===== config.mk =====
export PLATFORM = sky130hd
export DESIGN_NAME = uart_rx_ctrl
export DESIGN_NICKNAME = d
export VERILOG_FILES = /design/src/rtl/uart_rx_ctrl.sv
export SDC_FILE = /design/constraint.sdc
export NUM_CORES = 1
export LEC_CHECK = 0
export ABC_CLOCK_PERIOD_IN_PS = 3200
export BUFFER_PORTS_ARGS = -buffer_cell sky130_fd_sc_hd__clkbuf_2
export CAP_MARGIN = 0
export CORE_MARGIN = 3
export CORE_UTILIZATION = 55
export DETAILED_ROUTE_END_ITERATION = 16
export PLACE_DENSITY_LB_ADDON = 0.1
export SYNTH_ARGS = -nofsm -noshare
export SYNTH_HDL_FRONTEND = slang
export SYNTH_SLANG_ARGS = --single-unit

===== constraint.sdc =====
create_clock -name clk -period 3.2 [get_ports clk]
set_input_delay 0.32 -clock clk [delete_from_list [all_inputs] [get_ports clk]]
set_output_delay 0.32 -clock clk [all_outputs]
set_load 0.1 [all_outputs]

===== src/rtl/uart_rx_ctrl.sv =====
// Receive-side byte buffer: gates/filters receiver bytes into a show-ahead FIFO with valid/ready output,
// one-edge push/pop latency, full FIFO drops the byte and sets sticky overrun; idle timer flags end of message.
module uart_rx_ctrl #(
    parameter int DEPTH     = 16,
    parameter int IDLE_CLKS = 52080,
    parameter bit DROP_ERR  = 1'b1
) (
    input  logic                       clk,
    input  logic                       reset_n,
    input  logic                       rx_en,
    input  logic                       flush,
    input  logic                       clr_status,
    input  logic [7:0]                 rx_data,
    input  logic                       rx_done,
    input  logic                       rx_error,
    input  logic                       rx_busy,
    output logic [7:0]                 out_data,
    output logic                       out_valid,
    input  logic                       out_ready,
    output logic [$clog2(DEPTH):0]     fill_level,
    output logic                       overrun,
    output logic [7:0]                 err_count,
    output logic                       idle_timeout
);

    localparam int AW = $clog2(DEPTH);
    localparam int CW = AW + 1;

    typedef enum logic {DISARMED, ARMED} idle_state_e;

    logic [7:0]    mem_q [DEPTH];
    logic [AW-1:0] rd_q, rd_d, wr_q, wr_d;
    logic [CW-1:0] cnt_q, cnt_d;
    logic          overrun_q, overrun_d;
    logic [7:0]    err_q, err_d;
    idle_state_e   state_q, state_d;
    logic [23:0]   timer_q, timer_d;
    logic          idle_q, idle_d;

    logic rx_evt, err_evt, push_req, full, pop, push_ok, ovr_evt;

    always_comb begin
        rx_evt   = rx_done & rx_en;
        err_evt  = rx_evt & rx_error;
        push_req = rx_evt & ~(rx_error & DROP_ERR);
        full     = (cnt_q == CW'(DEPTH));
        out_valid = (cnt_q != '0);
        pop      = out_valid & out_ready;
        // A same-cycle pop frees the slot, so a full FIFO can still accept.
        push_ok  = push_req & (~full | pop);
        ovr_evt  = push_req & full & ~pop & ~flush;
        out_data = out_valid ? mem_q[rd_q] : 8'h00;
    end

    always_comb begin
        rd_d  = rd_q;
        wr_d  = wr_q;
        cnt_d = cnt_q;
        if (flush) begin
            rd_d  = '0;
            wr_d  = '0;
            cnt_d = '0;
        end else begin
            if (push_ok) wr_d = wr_q + AW'(1);
            if (pop)     rd_d = rd_q + AW'(1);
            cnt_d = cnt_q + CW'(push_ok) - CW'(pop);
        end
    end

    // Set events take priority over a same-cycle clear.
    always_comb begin
        overrun_d = overrun_q;
        err_d     = err_q;
        if (clr_status) begin
            overrun_d = 1'b0;
            err_d     = 8'h00;
        end
        if (ovr_evt) overrun_d = 1'b1;
        if (err_evt) err_d = clr_status ? 8'h01 : ((err_q == 8'hFF) ? err_q : err_q + 8'h01);
    end

    always_comb begin
        state_d = state_q;
        timer_d = timer_q;
        idle_d  = 1'b0;
        if (!rx_en) begin
            state_d = DISARMED;
            timer_d = '0;
        end else if (rx_done) begin
            state_d = ARMED;
            timer_d = '0;
        end else if (state_q == ARMED) begin
            if (rx_busy) begin
                timer_d = '0;
            end else if (timer_q == 24'(IDLE_CLKS - 1)) begin
                idle_d  = 1'b1;
                state_d = DISARMED;
            end else begin
                timer_d = timer_q + 24'd1;
            end
        end
    end

    always_ff @(posedge clk or negedge reset_n) begin
        if (!reset_n) begin
            rd_q      <= '0;
            wr_q      <= '0;
            cnt_q     <= '0;
            overrun_q <= 1'b0;
            err_q     <= 8'h00;
            state_q   <= DISARMED;
            timer_q   <= '0;
            idle_q    <= 1'b0;
        end else begin
            rd_q      <= rd_d;
            wr_q      <= wr_d;
            cnt_q     <= cnt_d;
            overrun_q <= overrun_d;
            err_q     <= err_d;
            state_q   <= state_d;
            timer_q   <= timer_d;
            idle_q    <= idle_d;
        end
    end

    // Storage needs no reset: out_data is masked whenever the FIFO is empty.
    always_ff @(posedge clk) begin
        if (push_ok && !flush) mem_q[wr_q] <= rx_data;
    end

    assign fill_level   = cnt_q;
    assign overrun      = overrun_q;
    assign err_count    = err_q;
    assign idle_timeout = idle_q;

endmodule


==> reports/metrics.yaml <==
worstMarginPinSlew_ns: 1.23
worstPathMaxFanout: 19
synth-warning-count: 0
port_buffers: 40
multi_input_area_um2: 2520
numCtsBuffers: 17
io_pins: 41
status: "finished clean"
grt_max_degree: 36
grt_setup_unrepaired: "false"
initial_utilization_pct: 57.3
rows: 42
r2r_slack_ns: 0.40
grt.total_usage_pct: 21.1
antenna_cells: 0
core_um2: 13500
ir_worst_vdd_v: 0.000405
cts_root_buf: "clkbuf_16"
wl_mm: 15.7
synth_area_um2: 7710
via_count: 4414
use_met1_pct: 28.8
dieArea_um2: 15500
crit_chain: "buf_12 > mux4_2 > mux4_2 > and2_1 > buf_2"
nNetsFinal: 586
die_height_um: 124
place_congestion: 0.796
die_x_um: 124
critPathKind: "flip-flop to output port"
critPathRequiredTime_ns: 2.88
clock-sinks: 176
clk_latency_ns: 0.42
fin_total_pwr_w: 0.00659
cts_max_level: 4
grt-busiest-layer: "met2"
critPathMaxStageDelay_ns: 0.57
slew_headroom_pct: 17.3
finalHoldViolCount: 0
maxCapViolations: 0
ys_types: 52
drive_gt1_share_pct: 23.9
clockBufferDepth: 2
clk_pin_slew_ns: 0.06
final_common_cell: "edfxtp_1"
grt_pass1_wl_mm: 25.0
layout_common_cells: "128 x edfxtp_1, 45 x dfrtp_1, 40 x mux4_2"
synth_edf_count: 128
crit_top_cell: "mux4_2"
avgSynthCellArea_um2: 15.3
p_per_area_nw_per_um2: 747
drtIter0Drc: 461
clock.fmax_mhz: 328
power_leakage_nw: 3.09
synthArstFlopShare_pct: 27.3
antenna_found_initial: 0
regArea_um2: 5050
cts_tree: "done"
cp-end-kind: "output port"
timing.final.ws_setup_ns: 0.148
start_kind: "flip-flop"
crit_slowest_cell: "dfrtp_2"
antenna_left: 0
reg2regPathDepth: 15
syn_inst: 503
area_delta_synth_final_pct: 14.5
grt-ovfl-total: 0
hp-class: "primary input to async pin"
seq_area_frac_synth_pct: 65.4
critPathArrivalTime_ns: 2.73
synthFlopType: "edfxtp_1"
worstReg2RegStart: "fill_level[2]"
grt_use_met2_pct: 34.9
finalCritPeriodShare_pct: 95.4
period_needed_ns: 3.05
via_per_inst: 5.93
setup_viol: 0
syn-num-nets: 534
fillers: 989
place_hpwl_mm: 10.0
drc: 0
met3_usage_pct: 4.29
setup_tns_ns: 0
rr_endpoint: "fill_level[4]"
pre_cts_ws_ns: 0.352
finalMaxSlewViolations: 0
ys_ff_latch: 176
grt_pass1_vias: 4584
clock_skew_ns: 0.00514
drtPass1Iterations: 4
post_drt_wl_per_cell_um: 21.1
-- stage by stage --
step / utilization (%) / hold WS, ns / cell area [um2] / cells
floorplan: - / 0.0244 / 7710 / 503
global route: 65.6 / 0.0512 / 8830 / 744
global placement: 60.9 / 0.464 / 8190 / 712
finish: 65.6 / 0.00577 / 8830 / 744
detailed placement: 60.9 / 0.477 / 8190 / 712
CTS: 65.6 / 0.0304 / 8820 / 744
-- sequential cells by signal (all words and copies together), names as in the netlist, 4 cells and up --
signal / flops
err_count: 8
fill_level: 5
wr_q: 4
rd_q: 4
mem_q: 128
timer_q: 24
-- Yosys cell counts (all sizes together) (8+ instances only) --
master  count  share of area (%)
a21oi      23                1.5
and2       17                1.4
clkbuf     14               0.68
dfrtp      48                 16
edfxtp    128                 50
ha         13                2.1
inv        22                1.1
mux4       40                 12
nand2      28                1.4
nand3      15               0.97
nand4       9               0.73
nor2       26                1.3
o21ai      13               0.99
o31ai       8               0.96
or3        10               0.83
or4         8               0.84
xor2       12                1.4
-- cell families after synthesis --
logic type      Yosys count  share of synthesized area (%)
compound gates           59                           5.05
xor+xnor                 15                           1.70
fa+ha+maj                14                           2.37
buf+inv                  42                           2.26
flops                   176                           65.4
mux                      47                           12.6
simple gates            150                           10.6
-- power breakdown --
| group | switching [W] | internal [W] | leakage, nW |
|---|---|---|---|
| combinational | 0.00123 | 0.000583 | 0.993 |
| sequential | 0.0000766 | 0.00250 | 1.81 |
| clock | 0.000825 | 0.00138 | 0.291 |
| total | 0.00213 | 0.00446 | 3.09 |
-- critical path: cells and delay by family (launching register included) --
kind                   cells  cell delay (ns)
multiplexers               2             1.02
buffers and inverters      2             0.54
AND/OR/NAND/NOR            1             0.17
flip-flops                 1             0.57
-- layer usage --
metal / share of wire (%) / wire length, um / up-vias
met4: 1.3 / 211 / 0
met2: 52 / 8100 / 114
met1: 43 / 6680 / 2236
met3: 4.4 / 694 / 18
met5: 0 / 0 / -
li1: - / - / 2046
-- worst max path at each step --
stage	slack, ns	cells past startpoint	startpoint	endpoint
6_report	0.15	5	rd_q[0]	out_data[3]
4_1_cts	0.02	5	rd_q[0]	out_data[3]
3_5_place_dp	0.35	14	fill_level[2]	fill_level[4]
3_3_place_gp	0.47	14	fill_level[3]	fill_level[4]
2_1_floorplan	0.06	15	fill_level[2]	fill_level[4]
5_1_grt	0.04	5	rd_q[0]	out_data[3]
-- final cells by class --
cell class,count,area share [%]
Clock inverter,10,2.10
Clock buffer,22,5.03
Inverter,22,0.936
Tap cell,176,2.50
Sequential cell,176,57.2
Timing Repair Buffer,53,3.66
Multi-Input combinational cell,285,28.6
-- repair_timing --
| item | in CTS | in global routing |
|---|---|---|
| setup endpoints to repair | 0 | 6 |
| hold buffers | 0 | 0 |
| setup buffers | 0 | 0 |
| gates resized for setup | 0 | 6 |
Note: power is estimated with default switching activity, not from simulation.
